$ cat config.mk
export PLATFORM = sky130hd
export DESIGN_NAME = motor_cmd_scheduler
export DESIGN_NICKNAME = d
export VERILOG_FILES = /design/src/rtl/motor_cmd_scheduler.sv
export SDC_FILE = /design/constraint.sdc
export NUM_CORES = 1
export LEC_CHECK = 0
export CAP_MARGIN = 25
export CORE_ASPECT_RATIO = 0.6
export CORE_MARGIN = 2
export CORE_UTILIZATION = 55
export DETAILED_ROUTE_END_ITERATION = 16
export GPL_TIMING_DRIVEN = 0
export HOLD_SLACK_MARGIN = 0.03
export PLACE_DENSITY_LB_ADDON = 0.08
export SETUP_SLACK_MARGIN = 0.1
export SYNTH_ARGS = -nofsm -noshare
export SYNTH_HDL_FRONTEND = slang
export SYNTH_SLANG_ARGS = --single-unit
$ cat constraint.sdc
create_clock -name clk -period 3.4 [get_ports clk]
set_input_delay 0.68 -clock clk [delete_from_list [all_inputs] [get_ports clk]]
set_output_delay 0.68 -clock clk [all_outputs]
set_load 0.005 [all_outputs]
$ cat src/rtl/motor_cmd_scheduler.sv
// Motor command scheduler.
// Picks one UART JSON command sender at a time and releases it from reset. It waits for that
// sender's ready flag, then holds the sender in reset again and keeps the line idle for a gap.
// The active command is re-sent as a heartbeat when no new request arrives.
module motor_cmd_scheduler #(
    parameter int unsigned NUM_CMDS     = 4,
    parameter int unsigned CMD_W        = 2,
    parameter int unsigned RESEND_CLKS  = 12_500_000,
    parameter int unsigned TIMEOUT_CLKS = 5_000_000,
    parameter int unsigned MIN_GAP_CLKS = 50_000
) (
    input  logic                clk,
    input  logic                rst,
    input  logic [CMD_W-1:0]    cmd_req,
    input  logic                cmd_req_valid,
    input  logic [NUM_CMDS-1:0] sender_ready,
    output logic [NUM_CMDS-1:0] sender_rst,
    output logic [CMD_W-1:0]    uart_sel,
    output logic [CMD_W-1:0]    cmd_current,
    output logic                busy,
    output logic                timeout_err
);

    localparam logic [1:0] IDLE   = 2'd0;
    localparam logic [1:0] LAUNCH = 2'd1;
    localparam logic [1:0] SEND   = 2'd2;
    localparam logic [1:0] GAP    = 2'd3;

    // A freshly released sender may still show a stale ready flag; ignore it this many cycles.
    localparam int unsigned MASK_CLKS = 2;

    localparam int unsigned HB_W  = $clog2(RESEND_CLKS + 1);
    localparam int unsigned TMO_W = $clog2(TIMEOUT_CLKS + 1);
    localparam int unsigned GAP_W = $clog2(MIN_GAP_CLKS + 1);

    localparam logic [HB_W-1:0]  HB_LAST  = HB_W'(RESEND_CLKS - 1);
    localparam logic [TMO_W-1:0] TMO_LAST = TMO_W'(TIMEOUT_CLKS - 1);
    localparam logic [TMO_W-1:0] TMO_MASK = TMO_W'(MASK_CLKS);
    localparam logic [GAP_W-1:0] GAP_LAST = GAP_W'(MIN_GAP_CLKS - 1);

    logic [1:0]          state_q, state_d;
    logic                pending_q, pending_d;
    logic [CMD_W-1:0]    pending_cmd_q, pending_cmd_d;
    logic [CMD_W-1:0]    cmd_current_q, cmd_current_d;
    logic [CMD_W-1:0]    uart_sel_q, uart_sel_d;
    logic [NUM_CMDS-1:0] sender_rst_q, sender_rst_d;
    logic                timeout_err_q, timeout_err_d;
    logic [HB_W-1:0]     hb_cnt_q, hb_cnt_d;
    logic [TMO_W-1:0]    tmo_cnt_q, tmo_cnt_d;
    logic [GAP_W-1:0]    gap_cnt_q, gap_cnt_d;

    logic                req_in_range;
    logic                req_take;
    logic                sel_ready;
    logic                ready_unmasked;
    logic [CMD_W-1:0]    commit_cmd;
    logic [NUM_CMDS-1:0] launch_mask;

    // Request qualification and release mask for the selected sender.
    always_comb begin
        req_in_range = cmd_req_valid && (32'(cmd_req) < NUM_CMDS);
        // An idle repeat of the active command is redundant: the heartbeat already covers it.
        req_take     = req_in_range &&
                       !((state_q == IDLE) && !pending_q && (cmd_req == cmd_current_q));
        // Same-cycle request beats the older pending one, so a request seen in IDLE is
        // committed on the very edge that samples it.
        commit_cmd   = req_take ? cmd_req : pending_cmd_q;
        sel_ready    = sender_ready[uart_sel_q];
        ready_unmasked = (tmo_cnt_q >= TMO_MASK) && sel_ready;
        launch_mask  = '1;
        for (int unsigned i = 0; i < NUM_CMDS; i++) begin
            launch_mask[i] = (uart_sel_q != CMD_W'(i));
        end
    end

    // Next-state logic for the frame sequencer, request queue and counters.
    always_comb begin
        state_d       = state_q;
        pending_d     = pending_q;
        pending_cmd_d = pending_cmd_q;
        cmd_current_d = cmd_current_q;
        uart_sel_d    = uart_sel_q;
        sender_rst_d  = sender_rst_q;
        timeout_err_d = timeout_err_q;
        hb_cnt_d      = hb_cnt_q;
        tmo_cnt_d     = tmo_cnt_q;
        gap_cnt_d     = gap_cnt_q;

        // Capture in any state; last request wins.
        if (req_take) begin
            pending_d     = 1'b1;
            pending_cmd_d = cmd_req;
        end

        case (state_q)
            IDLE: begin
                if (pending_q || req_take) begin
                    cmd_current_d = commit_cmd;
                    uart_sel_d    = commit_cmd;
                    pending_d     = 1'b0;
                    state_d       = LAUNCH;
                end else if (hb_cnt_q == HB_LAST) begin
                    uart_sel_d = cmd_current_q;
                    state_d    = LAUNCH;
                end else begin
                    hb_cnt_d = hb_cnt_q + HB_W'(1);
                end
            end

            LAUNCH: begin
                sender_rst_d = launch_mask;
                tmo_cnt_d    = '0;
                hb_cnt_d     = '0;
                state_d      = SEND;
            end

            SEND: begin
                if (tmo_cnt_q != TMO_LAST) begin
                    tmo_cnt_d = tmo_cnt_q + TMO_W'(1);
                end
                if (ready_unmasked) begin
                    sender_rst_d = '1;
                    gap_cnt_d    = '0;
                    state_d      = GAP;
                end else if (tmo_cnt_q == TMO_LAST) begin
                    timeout_err_d = 1'b1;
                    sender_rst_d  = '1;
                    gap_cnt_d     = '0;
                    state_d       = GAP;
                end
            end

            GAP: begin
                if (gap_cnt_q == GAP_LAST) begin
                    hb_cnt_d = '0;
                    state_d  = IDLE;
                end else begin
                    gap_cnt_d = gap_cnt_q + GAP_W'(1);
                end
            end

            default: begin
                sender_rst_d = '1;
                state_d      = IDLE;
            end
        endcase
    end

    // State registers; reset queues a STOP frame so the motors always start stopped.
    always_ff @(posedge clk) begin
        if (rst) begin
            state_q       <= IDLE;
            pending_q     <= 1'b1;
            pending_cmd_q <= '0;
            cmd_current_q <= '0;
            uart_sel_q    <= '0;
            sender_rst_q  <= '1;
            timeout_err_q <= 1'b0;
            hb_cnt_q      <= '0;
            tmo_cnt_q     <= '0;
            gap_cnt_q     <= '0;
        end else begin
            state_q       <= state_d;
            pending_q     <= pending_d;
            pending_cmd_q <= pending_cmd_d;
            cmd_current_q <= cmd_current_d;
            uart_sel_q    <= uart_sel_d;
            sender_rst_q  <= sender_rst_d;
            timeout_err_q <= timeout_err_d;
            hb_cnt_q      <= hb_cnt_d;
            tmo_cnt_q     <= tmo_cnt_d;
            gap_cnt_q     <= gap_cnt_d;
        end
    end

    // Outputs come straight from registers.
    always_comb begin
        sender_rst  = sender_rst_q;
        uart_sel    = uart_sel_q;
        cmd_current = cmd_current_q;
        busy        = (state_q != IDLE);
        timeout_err = timeout_err_q;
    end

endmodule
== Word level (Yosys, flattened, before mapping) ==
Cells that the tools add are included.
W data, S select, Z words.
Storage, ports and cells
  bits in registers: 77
  bits in latches: 0
  RAM bits: 0
  bits in read-only memories: 0
  input bits: 9
  output and inout port bits: 10
  memories kept: 0
Operators by class
  add/subtract/negate cells: 3
  $mul: 0
  div/mod/pow operators: 0
  order comparisons: 2
  eq/ne operators: 18
  shifts and indexed selects: 0
  multiplexer cells: 27
  bitwise gates (word level): 1
  reductions and logical operators: 22
Operator list (count)
  $mux W24: 3
  $pmux W24 S3: 1
  $mux W16: 3
  $pmux W23 S2: 1
  $pmux W16 S2: 1
  $add A24 B1 Y24 const B: 1
  $eq A24 B24 Y1 const B: 1
  $add A23 B1 Y23 const B: 1
  $eq A23 B23 Y1 const B: 1
  $ge A23 B2 Y1 const B: 1
  $mux W23: 1
  $ne A23 B23 Y1 const B: 1
  $add A16 B1 Y16 const B: 1
  $eq A16 B16 Y1 const B: 1
  $mux W2: 8
  $ne A2 B2 Y1 const B: 7
  $reduce_bool A2 Y1: 5
  $reduce_and A3 Y1: 3
  $mux W4: 2
  $pmux W2 S4: 1
  $pmux W4 S2: 1
  $reduce_and A2 Y1: 4
  $eq A2 B2 Y1 const B: 2
  $logic_and A1 B1 Y1: 4
  14 further kinds: 18

== Depth between registers and ports, before layout ==
Gate-level depths: netlist of run 1.
  depth after elaboration: 8
  depth in mapped cells: 10

== Worst setup path before layout of run 1 ==
Ideal clock, no wire load.
  path kind: input port to flip-flop
  from: input cmd_req[0]
  to: register hb_cnt_q[11]
  arrival time: 2.360 ns
  required time: 3.330 ns
  setup slack: 0.969 ns
  stages on the path: 7
  buffers on the path: 1
  path through: xor2_1 -> o32a_1 -> clkbuf_1 -> a31o_2 -> a21oi_1 -> nand4b_1 -> a21oi_1
Between the ends
  cells in the longest elaborated chain, start to end: 7
RTL lines
  start: declaration: line 14  | input logic [CMD_W-1:0] cmd_req,
  $eq A2 B2 Y1: line 64  | !((state_q == IDLE) && !pending_q && (cmd_req == cmd_current_q));
  $logic_and A1 B1 Y1: line 64
  $logic_not A1 Y1: line 64
  $logic_and A1 B1 Y1: line 63  | req_take = req_in_range &&
  $logic_or A1 B1 Y1: line 97  | if (pending_q || req_take) begin
  $ne A2 B2 Y1 (no line)
  $reduce_and A4 Y1 (no line)
  end signal: assignment: line 170  | hb_cnt_q <= hb_cnt_d;
  end: declaration: line 48  | logic [HB_W-1:0] hb_cnt_q, hb_cnt_d;
Every way passes these cells.
A chain may end at the register's enable or synchronous reset.

== Final worst setup path of run 1 ==
  from: input cmd_req[0]
  to: register hb_cnt_q[17]
The elaborated chain is that of the path after synthesis.

==> impl_results.md, run 1 <==
* Status: finished clean
* Post-synth EDFFs at 0
* WP data arrival at 3.35 ns
* Clock Latency Late Sink at 0.34 ns
* WL final at 11180 µm
* Final setup fails at 0
* Final slew viol count at 0
* Grt ovf at 0
* Worst setup margin at 0.3156 ns
* CP required at 3.67 ns
* Routed length per instance at 17.55 µm
* Inserted Clock Buffers at 9
* Die area at 8175 µm²
* Rel. slew slack at 36.70%
* PwrDens at 692.7 nW/µm²
* Max Fanout on Critical Path at 10
* PostCTS Resize Cnt at 0
* F_max at 324.2 MHz
* Clock-pin slew on the worst setup and hold paths at 0.06 ns
* Max IR drop VDD at 330.1 µV
* Post-CTS Setup Bufs at 0
* Hold Path Origin: hb_cnt_q[13]$_SDFFE_PP0P_
* Startpoint Class: primary input
* Worst r2r dst: hb_cnt_q[17]$_SDFFE_PP0P_
* Cells after Synth at 499
* Max cap viols at 0
* Setup TNS at 0 ns
* Die width at 115.4 µm
* Most used DFF post-synth: dfxtp_1
* R2R depth at 9
* CTS H-Tree Depth at 3
* Drt initial violations at 530
* Port bufs at 18
* Synth warnings at 0
* Largest net degree at the start of global routing at 13
* Min-Delay Path Class: reg -> reg
* CP endpoint kind: flop
* Distinct cells, synth at 62
* CTS sink cnt at 77
* Nets at 546
* # DRC at 0
* Cts hold-fix bufs at 0
* Synth area leader: dfxtp_1
* Worst setup path class: in -> reg
* Vias in the first global route at 3724
* Vias at 4039
* Post-synth top area share at 37.64%
* Synthesized area at 4095 µm²
* Async set-or-reset flop fraction in the synthesized netlist at 0%
* Worst reg2reg path startpoint: state_q[0]$_SDFFE_PP0P_
* I/O Pins at 19
* Core area at 7237 µm²
* Crit path time final at 3.084 ns
* Critical Path Sink: hb_cnt_q[17]$_SDFFE_PP0P_
* Post-place setup slack at 0.01710 ns
* Diode count at 0
* DR vias/cell at 6.341
* Final period util at 90.72%
* Remaining antenna violation count at 0
* First-pass GRT wire length at 18610 µm
* Clock tree buffer depth at 2
* Initial antenna violation count at 0
* CP Launch Point: cmd_req[0]
* Slew @ Worst Pin at 0.9495 ns
* Fin. Hold Viols at 0
* Post-synthesis register bit count at 77
* RSZ-0062 raised after global routing: false
* CTS tree: done
* GRT Total Usage at 29.11%
* Worst clock skew at 0.007578 ns
* Site Rows at 24
* CTS Root Cell: clkbuf_16
* Sequential area share after synthesis at 37.64%
* Synthesized area per cell at 8.207 µm²
* Die Ht at 70.84 µm
* Share of layout cells above drive strength 1 at 7.505%
* Initial core utilization at 56.59%
* DP Wirelength at 7926 µm
* GP Congestion at 0.9041
* Synth-to-Final Area Change at 15.09%
* Internal reg-to-reg setup slack at 0.49 ns
* Post-Syn Nets at 517
* Synth top area cells: dfxtp_1, nor2_1, a21oi_1, nand4_1, nand2_1
* Leak at 1.607 nW
* Pre-antenna DRT Iters at 5
## critical path, stage by stage
cell	delay, ns
clkdlybuf4s50_1	0.44
xor2_1	0.18
o32a_1	0.39
clkbuf_1	0.21
a31o_2	0.31
a21oi_1	0.77
nand3b_1	0.19
a21oi_1	0.18
## report_power, final
group          internal (mW)  switching [mW]
Combinational          0.383           0.845
Clock                  0.639           0.376
Sequential             0.963          0.0583
Total                   1.99            1.28
## metrics by stage
stage | power (mW) | instance area (µm²) | std cells | hold slack, ns | utilization (%)
2_1_floorplan | 1.819 | 4095 | 499 | 0.4372 | -
6_report | 3.265 | 4713 | 637 | 0.4905 | 65.13
3_3_place_gp | 2.182 | 4405 | 621 | 0.4629 | 60.87
3_5_place_dp | 2.210 | 4405 | 621 | 0.4743 | 60.87
4_1_cts | 3.233 | 4713 | 637 | 0.4896 | 65.13
5_1_grt | 3.429 | 4713 | 637 | 0.5225 | 65.13
## routing by layer
| layer | GRT usage (%) | share of wire [%] | vias up |
|---|---|---|---|
| li1 | - | - | 1913 |
| met1 | 45.51 | 50 | 1923 |
| met2 | 39.18 | 40 | 190 |
| met3 | 7.284 | 8.6 | 13 |
| met4 | 8.032 | 0.97 | 0 |
| met5 | 0 | 0 | - |
## area by class of cell
| type | count | area (µm²) |
|---|---|---|
| fillers | 640 | 2524 |
| multi-input cells | 379 | 2384 |
| flip-flops and latches | 77 | 1541 |
| clock buffers | 11 | 232.7 |
| repair buffers | 18 | 180.2 |
| well taps | 104 | 130.1 |
| plain buffers | 24 | 98.84 |
| clock inverters | 5 | 75.07 |
| inverters | 19 | 71.32 |
## worst min path at each step
| stage | to | slack (ns) | cells past startpoint |
|---|---|---|---|
| final | hb_cnt_q[13]$_SDFFE_PP0P_ | 0.49 | 2 |
| after global routing | gap_cnt_q[1]$_SDFFE_PP0P_ | 0.52 | 2 |
| after CTS | hb_cnt_q[20]$_SDFFE_PP0P_ | 0.49 | 1 |
| after detailed placement | gap_cnt_q[1]$_SDFFE_PP0P_ | 0.47 | 2 |
| after global placement | gap_cnt_q[1]$_SDFFE_PP0P_ | 0.46 | 2 |
| after floorplan | hb_cnt_q[20]$_SDFFE_PP0P_ | 0.44 | 1 |
## registers in the layout, summed over array words and instances (netlist names), 2 cells and up
name,flops
sender_rst,4
tmo_cnt_q,23
uart_sel,2
pending_cmd_q,2
cmd_current,2
gap_cnt_q,16
state_q,2
hb_cnt_q,24
## cells in the final DEF (no fill, tap or decap), types with 4 or more instances in the layout
master / Yosys / final
nor3_1: 5 / 5
and3_1: 10 / 10
nand2_1: 38 / 38
and2_1: 4 / 4
and4_1: 4 / 4
inv_1: 19 / 19
clkbuf_1: 22 / 24
a311oi_1: 7 / 7
nand4_1: 23 / 23
a31oi_1: 6 / 6
a21o_1: 4 / 4
dfxtp_1: 77 / 77
nor2_1: 61 / 61
nor4_1: 4 / 4
nand3b_1: 7 / 7
clkbuf_16: 0 / 9
o21ai_0: 20 / 20
or3_1: 10 / 10
a21oi_1: 40 / 40
mux2i_1: 4 / 4
o32ai_1: 5 / 5
nand2b_1: 5 / 5
xor2_1: 16 / 16
nand3_1: 25 / 25
ha_1: 9 / 9
clkdlybuf4s50_1: 0 / 18
xnor2_1: 5 / 5
mux2_2: 7 / 7
nor2b_1: 5 / 5
## cell usage after synthesis, types with 4 or more instances
library cell and count:
nand4_1 23, a21o_1 4, nor2_1 61, or3_1 10, nand3_1 25, nor4_1 4, mux2i_1 4, xor2_1 16
nand2b_1 5, o21ai_0 20, xnor2_1 5, o32ai_1 5, nor3_1 5, and4_1 4, nor2b_1 5, and3_1 10
dfxtp_1 77, nand3b_1 7, ha_1 9, inv_1 19, a31oi_1 6, mux2_2 7, a311oi_1 7, a21oi_1 40
clkbuf_1 22, nand2_1 38, and2_1 4
## cells by family after synthesis
group | count (synthesis) | synth area share, %
and+or+nand+nor | 218 | 27.83
AOI/OAI and AO/OA | 120 | 20.23
DFF | 77 | 37.64
buffers and inverters | 43 | 4.155
xor gates and xnor gates | 21 | 4.491
muxes | 11 | 2.903
adders and majority gates | 9 | 2.750
(Power assumes the default switching activity.)
==> run 2: changes to the inputs <==
- DONT_BUFFER_PORTS: not set -> 1
- PLACE_DENSITY_LB_ADDON: 0.08 -> 0.3
==> run 2 against run 1 <==
- sequential share of layout area rose by 1.2 points
- fmax increased by 2.4%
- cell area is 3.4% lower
- combinational power down 8%
- cell count fell by 2.8%
- total power is 1.9% lower
- critical path depth is the same
- hold slack got worse by 0.0038 ns
- sequential power about the same
- non-clock buffer count decreased by 18
==> impl_results.md, run 2 (synthesis gave the netlist of run 1 again) <==
* Overall power at 3.202 mW (was 3.265 mW)
* Cts hold-fix bufs at 0 (unchanged)
* CTS Root Cell: clkbuf_16 (unchanged)
* Clock-pin slew on the worst setup and hold paths at 0.06 ns (about the same)
* PostCTS Resize Cnt at 0 (unchanged)
* Share of layout cells above drive strength 1 at 7.961% (was 7.505%)
* Crit path time final at 3.012 ns (was 3.084 ns)
* Clock Latency Late Sink at 0.33 ns (was 0.34 ns)
* Pre-antenna DRT Iters at 5 (unchanged)
* Leak at 1.546 nW (was 1.607 nW)
* Routed length per instance at 17.21 µm (was 17.55 µm)
* DP Area at 4225 µm² (was 4405 µm²)
* F_max at 332.0 MHz (was 324.2 MHz)
* DP Wirelength at 7614 µm (was 7926 µm)
* Vias in the first global route at 3321 (was 3724)
* Setup TNS at 0 ns (unchanged)
* Slew @ Worst Pin at 0.9983 ns (was 0.9495 ns)
* Nets at 528 (was 546)
* Remaining antenna violation count at 0 (unchanged)
* Reg with most FFs: hb_cnt_q (unchanged)
* Initial core utilization at 56.59% (unchanged)
* Largest net degree at the start of global routing at 13 (unchanged)
* I/O Pins at 19 (unchanged)
* Worst clock skew at 0.005448 ns (was 0.007578 ns)
* CTS tree: done (unchanged)
* Final setup fails at 0 (unchanged)
* CP cell instances: ha_1, nand2_1, nor4_2, a21oi_1, clkbuf_1, a221oi_1, mux2i_1, nor2_1 (was clkdlybuf4s50_1, xor2_1, o32a_1, clkbuf_1, a31o_2, a21oi_1, nand3b_1, a21oi_1)
* Die area at 8175 µm² (unchanged)
* RSZ-0062 raised after global routing: false (unchanged)
* Power Internal at 1.962 mW (was 1.985 mW)
* CTS H-Tree Depth at 3 (unchanged)
* Max cap viols at 0 (unchanged)
* CTS sink cnt at 77 (unchanged)
* Max IR drop VDD at 301.9 µV (was 330.1 µV)
* Most common cell after layout, fill and taps aside: dfxtp_1 (unchanged)
* PwrDens at 703.5 nW/µm² (was 692.7 nW/µm²)
* Finished Cell Area at 4552 µm² (was 4713 µm²)
* Die Ht at 70.84 µm (unchanged)
* Fill cells at 621 (was 640)
* Hold path depth at 1 (was 2)
* GRT Total Usage at 26.69% (was 29.11%)
* Clock tree buffer depth at 2 (unchanged)
* Status: finished clean (unchanged)
* Grt ovf at 0 (unchanged)
* Max FFs per register at 24 (unchanged)
* Diode count at 0 (unchanged)
* First-pass GRT wire length at 16910 µm (was 18610 µm)
* DR vias/cell at 6.276 (was 6.341)
* Max Fanout on Critical Path at 10 (unchanged)
* Die width at 115.4 µm (unchanged)
* Inserted Clock Buffers at 9 (unchanged)
* Worst setup path class: reg -> reg (was in -> reg)
* Vias at 3885 (was 4039)
* Synth-to-Final Area Change at 11.15% (was 15.09%)
* Rel. slew slack at 33.44% (was 36.70%)
* Fin util at 62.90% (was 65.13%)
* Site Rows at 24 (unchanged)
* Sequential share of power at 32.1% (was 31.3%)
* Post-CTS Setup Bufs at 0 (unchanged)
* R2R depth at 8 (was 9)
* WP depth at 8 (unchanged)
* Drt initial violations at 455 (was 530)
* Port bufs at 0 (was 18)
* GP Congestion at 0.9377 (was 0.9041)
* Core area at 7237 µm² (unchanged)
* # DRC at 0 (unchanged)
* Fin. Hold Viols at 0 (unchanged)
* Max incr delay on CP at 0.54 ns (was 0.77 ns)
* Switching part of the total at 38.73% (was 39.19%)
* Initial antenna violation count at 0 (unchanged)
* WL final at 10650 µm (was 11180 µm)
* Startpoint Class: flop (was primary input)
* Min-Delay Path Class: reg -> reg (unchanged)
* Most frequent cells in the layout: dfxtp_1, nor2_1, a21oi_1, nand2_1, nand3_1 (unchanged)
* CP required at 3.60 ns (was 3.67 ns)
* Clock network power share at 32.6% (was 31.1%)
* Slowest-stage cell, CP: nor4_2 (was a21oi_1)
* CP endpoint kind: flop (unchanged)
* WP data arrival at 3.21 ns (was 3.35 ns)
* P_sw at 1.240 mW (was 1.279 mW)
* Final period util at 88.60% (was 90.72%)
* Gate power share at 35.3% (was 37.6%)
* Final slew viol count at 0 (unchanged)
* Top delay family on crit path: compound AO/OA/AOI/OAI gates (unchanged)
* Top Registers: hb_cnt_q x24, tmo_cnt_q x23, gap_cnt_q x16 (unchanged)
* Worst Path Buf+Inv at 1 (was 2)
## run 2: changes by cell type in the layout (fill, tap and decap cells not counted), sizes merged
cell	before	now
clkinv	3	2
clkbuf	33	34
clkdlybuf4s50	18	0
## run 2: final timing paths
kind                            slack [ns]                      start                         to
worst max-delay path                  0.39  tmo_cnt_q[1]$_SDFFE_PP0P_    state_q[1]$_SDFFE_PP0P_
worst max register to register        0.39  tmo_cnt_q[1]$_SDFFE_PP0P_    state_q[1]$_SDFFE_PP0P_
worst min-delay path                  0.49  hb_cnt_q[20]$_SDFFE_PP0P_  hb_cnt_q[20]$_SDFFE_PP0P_
worst min register to register        0.49  hb_cnt_q[20]$_SDFFE_PP0P_  hb_cnt_q[20]$_SDFFE_PP0P_
## run 2: cell type report
cell class | instances | area (µm²) | share of cell area [%]
flip-flops and latches | 77 | 1541 | 33.86
clock inverters | 4 | 70.07 | 1.539
inverters | 19 | 71.32 | 1.567
clock buffers | 12 | 256.5 | 5.635
well taps | 104 | 130.1 | 2.859
multi-input cells | 379 | 2384 | 52.36
plain buffers | 24 | 98.84 | 2.172
## run 2: layer usage
layer	track usage [%]	part of all wire (%)	wire length, µm
met1	40.28	50	5277
met5	0	0	0
met4	7.095	0.91	97
met3	8.569	9.7	1029
met2	36.32	40	4249
## run 2: power by group through the flow
stage / Sequential, mW / Clock (mW) / Combinational [mW]
finish: 1.03 / 1.04 / 1.13
global route: 1.04 / 1.10 / 1.23
CTS: 1.03 / 1.06 / 1.10
detailed placement: 1.04 / 0 / 1.08
global placement: 1.04 / 0 / 1.06
floorplan: 1.03 / 0 / 0.794
## run 2: worst register-to-register path: cells and delay by family (launching register included)
kind / cells / cell delay, ns
adder cells (fa/ha/maj): 1 / 0.31
multiplexers: 1 / 0.24
flip-flops: 1 / 0.44
buffers and inverters: 1 / 0.37
AO/OA/AOI/OAI: 2 / 0.80
AND/OR/NAND/NOR: 3 / 0.72
## run 2: metrics by stage
step | setup WS (ns) | hold slack (ns) | std cells
after floorplan | 0.9694 | 0.4372 | 499
after global placement | 0.5506 | 0.4631 | 603
after detailed placement | 0.4666 | 0.4677 | 603
after CTS | 0.4768 | 0.4883 | 619
after global routing | 0.2396 | 0.5216 | 619
final | 0.3877 | 0.4867 | 619
==> run 3: changes to the inputs <==
- GPL_ROUTABILITY_DRIVEN: not set -> 0
==> run 3 against run 2 <==
- utilization shrank 0.14 points
- largest cell class unchanged
- die area is the same
- fmax shrank 0.66%
- global-route usage grew 1.3 points
- clock-buffer cell count shrank 2
- largest power group unchanged
- cell area shrank 0.22%
- clock power is essentially flat
- worst setup slack lost 0.020 ns
- non-clock buffer count is the same
- first-iteration DRC count grew 16%
- hold slack lost 0.0019 ns
- highest routed layer unchanged
==> impl_results.md, run 3 (synthesis gave the netlist of run 1 again) <==
* Crit path time final at 3.032 ns (was 3.012 ns)
* Internal reg-to-reg setup slack at 0.37 ns (was 0.39 ns)
* I/O Pins at 19 (unchanged)
* WP data arrival at 3.29 ns (was 3.21 ns)
* Nets at 528 (unchanged)
* Initial core utilization at 56.59% (unchanged)
* Worst reg2reg path startpoint: state_q[0]$_SDFFE_PP0P_ (was tmo_cnt_q[1]$_SDFFE_PP0P_)
* R2R depth at 9 (was 8)
* CP endpoint kind: flop (unchanged)
* GRT Total Usage at 28.03% (was 26.69%)
* Dpl cells at 603 (unchanged)
* Worst r2r dst: hb_cnt_q[11]$_SDFFE_PP0P_ (was state_q[1]$_SDFFE_PP0P_)
* Final setup fails at 0 (unchanged)
* Hold path depth at 2 (was 1)
* Endpoint, Worst Hold: gap_cnt_q[1]$_SDFFE_PP0P_ (was hb_cnt_q[20]$_SDFFE_PP0P_)
* Worst clock skew at 0.008195 ns (was 0.005448 ns)
* Vias at 3992 (was 3885)
* Max FFs per register at 24 (unchanged)
* Synth-to-Final Area Change at 10.91% (was 11.15%)
* Rel. slew slack at 29.71% (was 33.44%)
* Site Rows at 24 (unchanged)
* Diode count at 0 (unchanged)
* Top Registers: hb_cnt_q x24, tmo_cnt_q x23, gap_cnt_q x16 (unchanged)
* Grt ovf at 0 (unchanged)
* Reg with most FFs: hb_cnt_q (unchanged)
* Post-CTS Setup Bufs at 0 (unchanged)
* Drt initial violations at 527 (was 455)
* Min-Delay Path Class: reg -> reg (unchanged)
* Pre-antenna DRT Iters at 6 (was 5)
* CTS tree: done (unchanged)
* Cts hold-fix bufs at 0 (unchanged)
* Max IR drop VDD at 310.0 µV (was 301.9 µV)
* Slew @ Worst Pin at 1.054 ns (was 0.9983 ns)
* Status: finished clean (unchanged)
* Most frequent cells in the layout: dfxtp_1, nor2_1, a21oi_1, nand2_1, nand3_1 (unchanged)
* CTS sink cnt at 77 (unchanged)
* Fin. Hold Viols at 0 (unchanged)
* Max cap viols at 0 (unchanged)
* Core area at 7237 µm² (unchanged)
* # DRC at 0 (unchanged)
* Inserted Clock Buffers at 9 (unchanged)
* Final slew viol count at 0 (unchanged)
* Setup TNS at 0 ns (unchanged)
* Startpoint Class: flop (unchanged)
* Most common cell after layout, fill and taps aside: dfxtp_1 (unchanged)
* CTS H-Tree Depth at 3 (unchanged)
* Worst setup path class: reg -> reg (unchanged)
* DR vias/cell at 6.449 (was 6.276)
* Clock Latency Late Sink at 0.34 ns (was 0.33 ns)
* Max Fanout on Critical Path at 10 (unchanged)
* Clock tree buffer depth at 2 (unchanged)
* Remaining antenna violation count at 0 (unchanged)
* Initial antenna violation count at 0 (unchanged)
* Port bufs at 0 (unchanged)
* Die area at 8175 µm² (unchanged)
* First-pass GRT wire length at 17840 µm (was 16910 µm)
* PwrDens at 701.2 nW/µm² (was 703.5 nW/µm²)
* Die width at 115.4 µm (unchanged)
* RSZ-0062 raised after global routing: false (unchanged)
* Routed length per instance at 17.93 µm (was 17.21 µm)
* Fin util at 62.76% (was 62.90%)
* Leak at 1.539 nW (was 1.546 nW)
* Largest net degree at the start of global routing at 14 (was 13)
* Die Ht at 70.84 µm (unchanged)
* Share of layout cells above drive strength 1 at 7.961% (unchanged)
* CTS Root Cell: clkbuf_16 (unchanged)
* Clock-pin slew on the worst setup and hold paths at 0.06 ns (about the same)
* Finished Layout Cells at 619 (unchanged)
* Vias in the first global route at 3590 (was 3321)
* PostCTS Resize Cnt at 0 (unchanged)
* Hold Path Origin: gap_cnt_q[1]$_SDFFE_PP0P_ (was hb_cnt_q[20]$_SDFFE_PP0P_)
* Final period util at 89.18% (was 88.60%)
* DP Wirelength at 7849 µm (was 7614 µm)
* F_max at 329.8 MHz (was 332.0 MHz)
* CP required at 3.66 ns (was 3.60 ns)
* WL final at 11100 µm (was 10650 µm)
* CP Launch Point: state_q[0]$_SDFFE_PP0P_ (was tmo_cnt_q[1]$_SDFFE_PP0P_)
-- run 3: metal layers --
layer | track usage [%] | wire (µm)
met5 | 0 | 0
met4 | 9.772 | 178
met3 | 8.226 | 1135
met2 | 37.69 | 4488
met1 | 42.20 | 5296
-- run 3: worst max-delay path, stage by stage, from the launching register on --
cell and delay [ns]:
dfxtp_1 0.35, inv_1 0.15, ha_1 0.23, nand2b_1 0.10, o32a_1 0.37, clkbuf_1 0.21
a31o_2 0.30, a21oi_1 0.84, nand4b_1 0.19, a21oi_1 0.21
-- run 3: cell type report --
type                    instances  area (µm²)
plain buffers                  24       98.84
multi-input cells             379        2384
clock inverters                 6       87.58
flip-flops and latches         77        1541
clock buffers                  10       229.0
well taps                     104       130.1
fillers                       610        2695
inverters                      19       71.32
-- run 3: through the flow --
step	instance area [µm²]	power (mW)	setup WS (ns)	hold WS, ns
2_1_floorplan	4095	1.819	0.9694	0.4372
3_3_place_gp	4225	2.093	0.5557	0.4615
3_5_place_dp	4225	2.134	0.3555	0.4694
4_1_cts	4542	3.152	0.3786	0.4780
5_1_grt	4542	3.349	0.2075	0.5013
6_report	4542	3.185	0.3678	0.4848
-- run 3: where the power goes --
part | internal, mW | total (mW) | switching [mW]
logic | 0.319 | 1.14 | 0.820
registers | 0.963 | 1.03 | 0.0649
clock network | 0.642 | 1.02 | 0.376
total | 1.92 | 3.18 | 1.26
-- run 3: worst max-delay path by stage --
stage / end / slack, ns / cells after the start
final: hb_cnt_q[11]$_SDFFE_PP0P_ / 0.37 / 9
after global routing: hb_cnt_q[11]$_SDFFE_PP0P_ / 0.21 / 9
after CTS: hb_cnt_q[11]$_SDFFE_PP0P_ / 0.38 / 9
after detailed placement: hb_cnt_q[11]$_SDFFE_PP0P_ / 0.36 / 7
after global placement: hb_cnt_q[11]$_SDFFE_PP0P_ / 0.56 / 7
after floorplan: hb_cnt_q[11]$_SDFFE_PP0P_ / 0.97 / 7
